**config.mk**
```make
export PLATFORM = sky130hd
export DESIGN_NAME = serial_pattern_gen
export DESIGN_NICKNAME = d
export VERILOG_FILES = /design/src/rtl/serial_pattern_gen.sv
export SDC_FILE = /design/constraint.sdc
export NUM_CORES = 1
export LEC_CHECK = 0
export CORE_ASPECT_RATIO = 1.5
export CORE_MARGIN = 1
export CORE_UTILIZATION = 47
export DETAILED_ROUTE_END_ITERATION = 6
export PLACE_DENSITY = 0.76
export SETUP_SLACK_MARGIN = 0.2
export SYNTH_ARGS = -nofsm -noshare
export SYNTH_HDL_FRONTEND = slang
export SYNTH_SLANG_ARGS = --single-unit
export TNS_END_PERCENT = 50
```
**constraint.sdc**
```tcl
create_clock -name clk -period 4.1 [get_ports clk]
set_input_delay 0.82 -clock clk [delete_from_list [all_inputs] [get_ports clk]]
set_output_delay 0.82 -clock clk [all_outputs]
set_load 0.05 [all_outputs]
```
**src/rtl/serial_pattern_gen.sv**
```systemverilog
// serial_pattern_gen: MSB-first serial pattern transmitter with hold gap and detector z model.
// Define PATTERN_LOOP_EN to let `loop` repeat the latched pattern without a gap.
module serial_pattern_gen #(
   parameter int PW      = 8,
   parameter int CW      = 5,
   parameter int GAP_CYC = 2
) (
   input  logic          clk,
   input  logic          reset,
   input  logic          start,
   input  logic [PW-1:0] pattern,
   input  logic [CW-1:0] len,
   input  logic          loop,
   output logic          w,
   output logic          busy,
   output logic          done,
   output logic          z_exp
);
   typedef enum logic [1:0] {IDLE, SEND, GAP} state_t;
   state_t        state, state_n;
   logic [PW-1:0] sh, sh_n;
   logic [CW-1:0] cnt, cnt_n, eff_len;
   logic          w_n, done_n, last_w, seen;
`ifdef PATTERN_LOOP_EN
   logic [PW-1:0] pat_q;
   logic [CW-1:0] len_q;
`else
   logic          unused_loop;
   assign unused_loop = loop;
`endif
   assign eff_len = (len == '0 || int'(len) > PW) ? CW'(PW) : len;
   assign busy    = state != IDLE;
   always_comb begin
      state_n = state;
      sh_n    = sh;
      cnt_n   = cnt;
      w_n     = w;
      done_n  = 1'b0;
      case (state)
         IDLE:
            if (start) begin
               state_n = SEND;
               sh_n    = pattern;
               w_n     = pattern[PW-1];
               cnt_n   = eff_len - CW'(1);
            end
         SEND:
            if (cnt != '0) begin
               sh_n  = sh << 1;
               w_n   = sh[PW-2];
               cnt_n = cnt - CW'(1);
            end
`ifdef PATTERN_LOOP_EN
            else if (loop) begin
               sh_n  = pat_q;
               w_n   = pat_q[PW-1];
               cnt_n = len_q - CW'(1);
            end
`endif
            else if (GAP_CYC > 0) begin
               state_n = GAP;
               cnt_n   = CW'(GAP_CYC - 1);
            end else begin
               state_n = IDLE;
               done_n  = 1'b1;
            end
         GAP:
            if (cnt != '0) cnt_n = cnt - CW'(1);
            else begin
               state_n = IDLE;
               done_n  = 1'b1;
            end
         default: state_n = IDLE;
      endcase
   end
   // z_exp samples w every edge in every state, like the detector's own flops
   always_ff @(posedge clk or negedge reset)
      if (!reset) begin
         state  <= IDLE;
         sh     <= '0;
         cnt    <= '0;
         w      <= 1'b0;
         done   <= 1'b0;
         z_exp  <= 1'b0;
         last_w <= 1'b0;
         seen   <= 1'b0;
`ifdef PATTERN_LOOP_EN
         pat_q  <= '0;
         len_q  <= '0;
`endif
      end else begin
         state  <= state_n;
         sh     <= sh_n;
         cnt    <= cnt_n;
         w      <= w_n;
         done   <= done_n;
         z_exp  <= seen & (w == last_w);
         last_w <= w;
         seen   <= 1'b1;
`ifdef PATTERN_LOOP_EN
         if (state == IDLE && start) begin
            pat_q <= pattern;
            len_q <= eff_len;
         end
`endif
      end
endmodule
```
; Word level (Yosys, flattened, before mapping)
; Cells that the tools add are included.
[word_totals]
reg_bits = 19
output_inout_bits = 4
input_bits = 17
[classes]
n_eq_ne = 8
muxes = 17
n_reduce_logical = 10
addsub = 2
bitwise_logic = 1
magnitude_cmp = 1
[op_table]
columns = cell, n
row1 = $mux W5, 4
row2 = $pmux W5 S3, 1
row3 = $mux W7, 2
row4 = $pmux W7 S2, 1
row5 = $ne A2 B2 Y1 const B, 5
row6 = $sub A5 B1 Y5 const B, 2
row7 = $reduce_and A3 Y1, 3
row8 = $mux W2, 3
row9 = $pmux W2 S3, 1
row10 = $gt A5 B4 Y1 const B, 1
row11 = $logic_not A5 Y1, 1
row12 = $reduce_bool A5 Y1, 1
row13 = $mux W1, 4
row14 = $reduce_bool A2 Y1, 2
row15 = $reduce_bool A3 Y1, 1
row16 = $eq A2 B1 Y1 const B, 1
row17 = $eq A2 B2 Y1 const B, 1
row18 = $logic_not A2 Y1, 1
row19 = $pmux W1 S2, 1
row20 = $and A1 B1 Y1, 1
row21 = $eq A1 B1 Y1, 1
row22 = $logic_or A1 B1 Y1, 1

; Depth between registers and ports, before layout
; Gate-level depths: netlist of run 1.
[depth]
ltp_word = 6
ltp_mapped = 7

; Worst setup path after synthesis of run 1
; No wires, ideal clock.
[synth_timing]
path_kind = input port to flip-flop
start = input len[4]
end = register cnt[4]
arrival_time_ps = 1766
required_time_ps = 3979
n_path_buf = 0
cell_stages = 7
path_slack_ps = 2213
cell_sequence = nor2_1 > nand2_1 > ha_1 > nor3b_1 > o211ai_1 > o41ai_1 > a22o_1
[synth_via]
elab_chain_len = 6
elab_cells_between_ends = 7
classes_between = add/sub: 1 / order compare: 1 / mux: 3 / reduce/logical: 2
[synth_lines]
columns = item, line_no
row1 = from (decl), 12  ; input logic [CW-1:0] len,
row2 = $gt A5 B4 Y1 or $logic_not A5 Y1 (tied branches), 31  ; assign eff_len = (len == '0 || int'(len) > PW) ? CW'(PW) : len;
row3 = $logic_or A1 B1 Y1, 31
row4 = $mux W5 (*), 31
row5 = $sub A5 B1 Y5 (*), 45  ; cnt_n = eff_len - CW'(1);
row6 = $mux W5 (*), 41  ; if (start) begin
row7 = $pmux W5 S3 (*), 39  ; case (state)
row8 = to (signal assigned), 94  ; cnt <= cnt_n;
row9 = to (decl), 22  ; logic [CW-1:0] cnt, cnt_n, eff_len;
; Mark *: on every way between the ends. The rest lies on a longest branch, timed or not. The select of a mux whose other input is x is not followed.
; A chain may end at the register's enable or synchronous reset.

; Worst setup path after layout of run 1
[layout_timing]
start = register state[0]
end = output busy
[layout_via]
elab_chain_len = 1
[layout_lines]
columns = item, line_no
row1 = from (decl), 20  ; state_t state, state_n;
row2 = from (signal assigned), 92  ; state <= state_n;
row3 = $reduce_bool A2 Y1, 32  ; assign busy = state != IDLE;
row4 = to (decl), 15  ; output logic busy,
; Every way passes these cells.

==> run metrics, run 1 <==
status completed; Worst Hold Class reg -> reg; mux cell area share after synthesis 0.06504; Ys Warns 0; max cap viols 0; DP Wirelength 1.540 mm; Area Overhead vs Synth 21.25%; Slew @ Worst Pin 0.8900 ns; endpoints failing setup 0; most frequently used flop master after synthesis dfrtp_1; pre-CTS setup slack 1.589 ns; Reg-to-Reg Start state[1]; met1 usage 0.2115; Most Crowded Layer GR met2; die span in y 60.64 µm; TritonCTS clock tree done; largest net degree at the start of global routing 20; Mapped Area 1077 µm²; io pins 21; core footprint 2102 µm²; Syn Area/Cell 10.07 µm²; CP Class reg -> out; Longest Clk Path Bufs 2; Synthesized Nets 131; LEAKAGE 0.5587 nW; placed standard-cell area 1280 µm²; Compound-Gate Fraction of Synth Area 0.2091; Cells after DPL 145; Post-Synth Adder-Cell Area 0.08130; Unique masters post-synth 35; Post-DRT Antenna Nets 0; CTS H-tree lvls 1; PwrDens 779.0 nW/µm²; share of layout cells above drive strength 1 0.05512; hold buffers post-CTS 0; Clk Latency, worst-skew pair 0.31 ns; FILL cells 184; setup ws final 1.300 ns; Pre-Repair DR Iteration Count 4; clk slew on worst S/H paths 0.11 ns; Register-to-Register Setup Slack 1.78 ns; Max-slew headroom 0.4056; Wirelength per Cell 13.50 µm; final std cells w/o fill 149; Post-route DRC 0; WP data arrival 1.98 ns; Post-Syn Instances 107; xor and xnor area share after synthesis 0.01626; CP endpoint kind output port; Final Slew Violations 0; Horiz. Die Dim 41.09 µm; area occupied by multi-input gates 564.3 µm²; num rows 20; VDD IR-drop max 0.3907 mV; post-cts sizing count 0; initial drt markers 24; via density per instance 5.685; CP Data Required Time 3.28 ns; Final Hold Viols 0; critical-path maximum fanout 4; Max Fclk 0.3571 GHz; final worst path period need 2.800 ns; Simple-Gate Fraction of Synth Area 0.1487; Worst Skew 0.006723 ns; number of synthesized flops with an enable pin 0; grt met3 use 0.05495; Total Routed Length 2.012 mm; GR Util All Layers 0.2023; finished layout cell area 1306 µm²; Post-synth ARST share 1.000; hold path cells 0; gp weighted congestion 0.7665; CTS buffer count 3; via count 847; die area 2491 µm²; Initial Util 0.5125; final net count 152; met2 usage 0.3527; Power Total 1.018 mW; first-pass GRT wire length 3.401 mm; CP startpoint state[0]; Tcrit/Tclk final 0.6830; crit path launch type flip-flop; largest family of logic cells by synthesized area compound AO/OA/AOI/OAI gates; hold worst-path end last_w; FF/Latch Area 475.5 µm²; RSZ-0062 raised after global routing false; port bufs 19; clk root buf clkbuf_4; FF-to-FF End sh[6]; vias in the first global route 842; grt ovf 0; Synth Register Bits 19; antenna violations before repair 0; Post-CTS Setup Repair Bufs 0; clk sinks 19; Setup TNS 0 ns; post-synthesis sequential area ratio 0.4413; HP Start w; r2r worst-path depth 6; ANT cells 0
-- cell families after synthesis --
group / count (synthesis)
flops: 19
other cells: 1
xor+xnor: 2
simple gates: 29
fa+ha+maj: 7
mux: 7
compound gates: 33
buf+inv: 9
-- cell usage in the layout (no fill, tap or decap), types with 2 or more instances in the layout --
master,synthesis,routed
ha_1,7,7
nor2_1,13,13
a21oi_1,12,12
o21ai_0,6,6
mux2i_1,7,7
a211oi_2,2,2
nor3b_1,2,2
clkdlybuf4s50_1,0,19
clkbuf_4,0,3
dfrtp_1,19,19
a22o_1,2,2
inv_1,6,6
nand2_1,5,5
and2_1,2,2
xnor2_1,2,2
-- layout make-up --
type	instances	share of cell area
clock buffers	4	0.02011
multi-input cells	79	0.4320
inverters	6	0.01724
flip-flops and latches	19	0.3640
repair buffers	19	0.1456
well taps	22	0.02107
-- layer usage --
metal / share of wire / up-vias
met5: 0 / -
met4: 0.022 / 0
met3: 0.028 / 7
met2: 0.52 / 21
met1: 0.43 / 395
li1: - / 424
-- critical path: stages (launching register included) --
cell	delay, ns
dfrtp_1	0.42
inv_1	0.09
ha_1	0.25
inv_1	0.10
clkdlybuf4s50_1	0.80
-- Yosys cell counts, types with 2 or more instances --
cell / count / area share
a22o_1: 2 / 0.016
ha_1: 7 / 0.081
xnor2_1: 2 / 0.016
mux2i_1: 7 / 0.065
inv_1: 6 / 0.021
nand2_1: 5 / 0.017
dfrtp_1: 19 / 0.44
a211oi_2: 2 / 0.023
o21ai_0: 6 / 0.028
nor2_1: 13 / 0.045
and2_1: 2 / 0.012
nor3b_1: 2 / 0.014
a21oi_1: 12 / 0.056
-- flip-flops by register name, indices dropped and copies added (netlist names) --
name    count
sh          7
cnt         5
state       2
done        1
last_w      1
seen        1
w           1
z_exp       1
-- power breakdown --
part	switching, mW	leakage [nW]	internal, mW	total [mW]
sequential	0.0629	0.227	0.270	0.332
combinational	0.343	0.316	0.245	0.588
clock	0.0595	0.0150	0.0380	0.0976
total	0.465	0.559	0.552	1.02
-- per-stage QoR --
step | hold slack (ns) | utilization
3_5_place_dp | 0.4381 | 0.6089
5_1_grt | 0.4878 | 0.6214
2_1_floorplan | 0.4277 | -
4_1_cts | 0.4605 | 0.6214
6_report | 0.4547 | 0.6214
3_3_place_gp | 0.4272 | 0.6089
-- how the worst max path moves through the flow --
| stage | to | depth (start not counted) | slack [ns] |
|---|---|---|---|
| 2_1_floorplan | cnt[4] | 7 | 2.21 |
| 3_3_place_gp | sh[0] | 5 | 1.62 |
| 3_5_place_dp | sh[6] | 4 | 1.59 |
| 4_1_cts | busy | 4 | 1.33 |
| 5_1_grt | busy | 4 | 1.22 |
| 6_report | busy | 4 | 1.30 |
(Power assumes the default switching activity.)
==> run 2: changes to the inputs <==
==> constraint.sdc (replaced) <==
create_clock -name clk -period 2.9 [get_ports clk]
set_input_delay 0.58 -clock clk [delete_from_list [all_inputs] [get_ports clk]]
set_output_delay 0.58 -clock clk [all_outputs]
set_load 0.05 [all_outputs]
==> run 2 against run 1 <==
  * First-iteration DRC count shrank 38%
  * Combinational power grew 41%
  * Utilization grew 0.18 points
  * Wire length grew 0.80%
  * Clock-buffer cell count shrank 1
  * Sequential power grew 42%
  * Worst setup slack lost 0.91 ns
  * Global-route usage shrank 0.37 points
  * Non-clock buffer count is the same
  * Sequential cell count is the same
  * Worst hold slack gained 0.0095 ns
  * Cell count is the same
==> run metrics, run 2 (synthesized netlist as in run 1, its figures left out) <==
status completed; Post-CTS Setup Repair Bufs 0 (unchanged); CP Class reg -> out; crit path launch type flip-flop; Power Total 1.444 mW (+42%); pre-CTS setup slack 0.5857 ns (-1.003 ns); final worst path period need 2.511 ns; Clk Latency, worst-skew pair 0.31 ns (about the same); largest net degree at the start of global routing 20 (unchanged); endpoints failing setup 0 (unchanged); via count 857 (+1.2%); FF-to-FF End sh[6]; register with the most flip-flops sh; initial drt markers 15 (-38%); Initial Util 0.5125 (unchanged); post-cts sizing count 0 (unchanged); Cell Chain, Critical Path inv_1 -> ha_1 -> inv_1 -> clkdlybuf4s50_1; GR Util All Layers 0.1986 (-0.003729); clk sinks 19 (unchanged); FILL cells 194 (+5.4%); LEAKAGE 0.5577 nW (-0.19%); Final Hold Viols 0 (unchanged); most used cell, CP inv_1; Final Slew Violations 0 (unchanged); final std cells w/o fill 149 (unchanged); max incr delay on CP 0.80 ns (about the same); share of layout cells above drive strength 1 0.06299 (+0.007874); io pins 21 (unchanged); RSZ-0062 raised after global routing false; setup ws final 0.3894 ns (-0.9104 ns); via density per instance 5.752 (+1.2%); clk root buf clkbuf_4; DP Wirelength 1.517 mm (-1.5%); vias in the first global route 819 (-2.7%); antenna violations before repair 0 (unchanged); Wirelength per Cell 13.61 µm (+0.80%); Slew @ Worst Pin 0.8918 ns (+0.001807 ns); Horiz. Die Dim 41.09 µm (unchanged); core footprint 2102 µm² (unchanged); commonest non-fill, non-tap cells in the layout dfrtp_1 (19), clkdlybuf4s50_1 (19), nor2_1 (13); Pre-Repair DR Iteration Count 3 (-1); Top Registers sh x7, cnt x5, state x2; clk slew on worst S/H paths 0.12 ns (about the same); Area Overhead vs Synth 21.60%; Post-DRT Antenna Nets 0 (unchanged); Worst Hold Class reg -> reg; Cells after DPL 145 (unchanged); Worst Skew 0.002610 ns (-0.004113 ns); CTS H-tree lvls 1 (unchanged); Tcrit/Tclk final 0.8657; CTS buffer count 3 (unchanged); r2r worst-path depth 6 (unchanged); first-pass GRT wire length 3.312 mm (-2.6%); max cap viols 0 (unchanged); Reg-to-Reg Start state[1]; Setup TNS 0 ns (unchanged); PwrDens 1102 nW/µm² (+41%); VDD IR-drop max 0.5373 mV (+38%); die span in y 60.64 µm (unchanged); TritonCTS clock tree done; Max-slew headroom 0.4044 (-0.001206); Post-route DRC 0 (unchanged); num rows 20 (unchanged); CP endpoint busy; WP data arrival 1.93 ns (-0.05 ns); Longest Clk Path Bufs 2 (unchanged); CP startpoint state[0]; hold buffers post-CTS 0 (unchanged); ANT cells 0 (unchanged); die area 2491 µm² (unchanged); Max Fclk 0.3983 GHz; Total Routed Length 2.028 mm (+0.80%); Critical-path top delay cell clkdlybuf4s50_1; port bufs 19 (unchanged); Register-to-Register Setup Slack 0.57 ns (-1.21 ns); gp weighted congestion 0.7675 (+0.13%); max reg flops 7 (unchanged); final net count 152 (unchanged); critical-path maximum fanout 4 (unchanged); CP endpoint kind output port; grt ovf 0 (unchanged); CP Data Required Time 2.32 ns (-0.96 ns)
run 2: per-layer routing:
layer	vias up	routed length [µm]	global-route usage
met3	4	42	0.03297
met2	12	1082	0.3393
li1	426	-	-
met5	-	0	0
met1	415	864	0.2254
met4	0	38	0.1014
run 2: final cells by class:
type / instances / area [µm²] / area share
Clock buffer: 3 / 22.52 / 0.01719
Clock inverter: 1 / 7.507 / 0.005731
Inverter: 6 / 22.52 / 0.01719
Multi-Input combinational cell: 79 / 564.3 / 0.4308
Sequential cell: 19 / 475.5 / 0.3629
Tap cell: 22 / 27.53 / 0.02101
Timing Repair Buffer: 19 / 190.2 / 0.1452
run 2: metrics by stage:
stage / instance area [µm²] / hold slack, ns / utilization
floorplan: 1077 / 0.2844 / -
global placement: 1280 / 0.4267 / 0.6089
global route: 1310 / 0.4864 / 0.6232
detailed placement: 1280 / 0.4437 / 0.6089
CTS: 1310 / 0.4706 / 0.6232
finish: 1310 / 0.4642 / 0.6232
run 2: report_power, final:
group / internal [mW] / switching [mW] / total (mW) / leakage, nW
logic: 0.346 / 0.481 / 0.827 / 0.316
clock network: 0.0527 / 0.0938 / 0.147 / 0.0139
registers: 0.381 / 0.0893 / 0.470 / 0.227
run 2: how the worst min path moves through the flow:
stage	from	endpoint	slack, ns	cells past startpoint
floorplan	reset	cnt[0]	0.28	0
global placement	w	last_w	0.43	0
detailed placement	w	last_w	0.44	0
CTS	w	last_w	0.47	0
global route	w	last_w	0.49	0
finish	w	last_w	0.46	0
run 2: worst max-delay path, delay by kind of cell, from the launching register on:
family | cells | cell delay [ns]
buffers and inverters | 3 | 0.97
DFF | 1 | 0.42
adders and majority gates | 1 | 0.24
==> run 3: changes to the inputs <==
==> constraint.sdc (replaced) <==
create_clock -name clk -period 2.7 [get_ports clk]
set_input_delay 0.54 -clock clk [delete_from_list [all_inputs] [get_ports clk]]
set_output_delay 0.54 -clock clk [all_outputs]
set_load 0.05 [all_outputs]
==> run 3 against run 2 <==
  * Non-clock buffer count up 1
  * Highest routed layer unchanged
  * Via count down 0.12%
  * Register-to-register slack better by 0.10 ns
  * Power up 7.2%
  * Wire length down 1.9%
  * Clock skew up 0.0037 ns
  * Critical path depth unchanged
  * Sequential share of layout area down 0.21 points
  * Cell count up 0.67%
  * Largest power group unchanged
  * Clock power up 3%
  * Sequential power up 7.0%
==> run metrics, run 3 (synthesized netlist as in run 1, its figures left out) <==
FF/Latch Area 475.5 µm² (unchanged); status completed; met1 usage 0.2129 (-0.01250); switching share of power 0.4567 (-0.003542); grt ovf 0 (unchanged); Reg power frac 0.325 (about the same); placed standard-cell area 1287 µm² (+0.59%); Wirelength per Cell 13.26 µm (-2.6%); CP Data Required Time 2.16 ns (-0.16 ns); core footprint 2102 µm² (unchanged); die area 2491 µm² (unchanged); CP Class reg -> out; LEAKAGE 0.5759 nW (+3.3%); area occupied by multi-input gates 564.3 µm² (unchanged); most used cell, CP inv_1; Max-slew headroom 0.3822 (-0.02216); Post-route DRC 0 (unchanged); setup ws final 0.6060 ns (+0.2166 ns); Critical-path top delay cell dfrtp_1; Worst Hold Class reg -> reg; Longest Clk Path Bufs 2 (unchanged); vias in the first global route 826 (+0.85%); clk sinks 19 (unchanged); power share of the combinational group 0.576 (+0.003); Top Registers sh x7, cnt x5, state x2; io pins 21 (unchanged); endpoints failing setup 0 (unchanged); largest net degree at the start of global routing 20 (unchanged); num rows 20 (unchanged); finished layout cell area 1318 µm² (+0.57%); CP bufs+invs 3 (unchanged); initial drt markers 9 (-6); max reg flops 7 (unchanged); port bufs 19 (unchanged); grt met3 use 0.02930 (-0.003663); commonest non-fill, non-tap cells in the layout dfrtp_1 (19), clkdlybuf4s50_1 (18), nor2_1 (13); register with the most flip-flops sh; WP data arrival 1.55 ns (-0.38 ns); final worst path period need 2.094 ns; pre-CTS setup slack 0.4859 ns (-0.09981 ns); via density per instance 5.707 (-0.78%); first-pass GRT wire length 3.284 mm (-0.85%); ANT cells 0 (unchanged); Area Overhead vs Synth 22.30%; Setup TNS 0 ns (unchanged); TritonCTS clock tree done; GR Util All Layers 0.1963 (-0.002291); Pre-Repair DR Iteration Count 4 (+1); max cap viols 0 (unchanged); crit-path leading delay family buffers and inverters; clk slew on worst S/H paths 0.12 ns (about the same); RSZ-0062 raised after global routing false; Post-DRT Antenna Nets 0 (unchanged); Initial Util 0.5125 (unchanged); Horiz. Die Dim 41.09 µm (unchanged); cell internal pwr 0.8407 mW (+7.9%); Post-CTS Setup Repair Bufs 0 (unchanged); CTS buffer count 3 (unchanged); Most Crowded Layer GR met2; die span in y 60.64 µm (unchanged); Cell Chain, Critical Path inv_1 -> ha_1 -> inv_1 -> dlymetal6s2s_1; clock network power share 0.098 (-0.003); max incr delay on CP 0.42 ns (-0.38 ns); Power Total 1.547 mW (+7.2%); commonest non-fill, non-tap cell in the layout dfrtp_1; antenna violations before repair 0 (unchanged); VDD IR-drop max 0.8073 mV (+50%); Tcrit/Tclk final 0.7755; Slew @ Worst Pin 0.9249 ns (+0.03318 ns); DP Wirelength 1.499 mm (-1.2%); Final Hold Viols 0 (unchanged); PwrDens 1175 nW/µm² (+6.6%); crit path launch type flip-flop; FILL cells 190 (-2.1%); Min Hold Slack 0.4534 ns (-0.01084 ns); CTS H-tree lvls 1 (unchanged); met2 usage 0.3438 (+0.004464); critical-path maximum fanout 4 (unchanged); CP endpoint kind output port; Switch Pwr 0.7067 mW (+6.3%); Total Routed Length 1.989 mm (-1.9%); Final Slew Violations 0 (unchanged); via count 856 (-0.12%); Clk Latency, worst-skew pair 0.31 ns (about the same); Worst Skew 0.006352 ns (+0.003742 ns); share of layout cells above drive strength 1 0.07031 (+0.007320); final net count 153 (+0.66%); Max Fclk 0.4776 GHz; clk root buf clkbuf_4; gp weighted congestion 0.7725 (+0.65%)
[run 3: final timing paths]
kind / start / to / slack, ns / cells past startpoint
setup / recovery: state[0] / busy / 0.61 / 4
hold / removal: w / last_w / 0.45 / 0
setup reg to reg: state[0] / sh[0] / 0.67 / 6
hold reg to reg: w / last_w / 0.45 / 0
max in group asynchronous: reset / sh[6] / 1.50 / 1
min in group asynchronous: reset / cnt[3] / 0.69 / 1
[run 3: cell type report]
| cell class | count | share of cell area |
|---|---|---|
| Tap cell | 22 | 0.02089 |
| Multi-Input combinational cell | 79 | 0.4283 |
| Timing Repair Buffer | 20 | 0.1519 |
| Clock buffer | 3 | 0.01709 |
| Inverter | 6 | 0.01709 |
| Sequential cell | 19 | 0.3609 |
| Clock inverter | 1 | 0.003799 |
[run 3: routing by layer]
metal / vias up / routed length [µm]
met5: - / 0
met4: 0 / 44
met3: 5 / 35
met2: 11 / 1056
met1: 415 / 853
li1: 425 / -
[run 3: timing repair]
item / in CTS / in global routing
endpoints found under the setup margin: 0 / 1
resized for setup: 0 / 1
hold buffers: 0 / 0
[run 3: stage by stage]
step             util  cells
2_1_floorplan       -    107
3_3_place_gp   0.6125    146
3_5_place_dp   0.6125    146
4_1_cts        0.6256    150
5_1_grt        0.6268    150
6_report       0.6268    150
[run 3: power by group through the flow]
stage,Sequential [mW],Clock [mW],Combinational (mW)
final,0.503,0.152,0.892
after global routing,0.524,0.158,0.986
after CTS,0.506,0.155,0.896
after detailed placement,0.513,0,0.894
after global placement,0.506,0,0.866
after floorplan,0.545,0,0.652
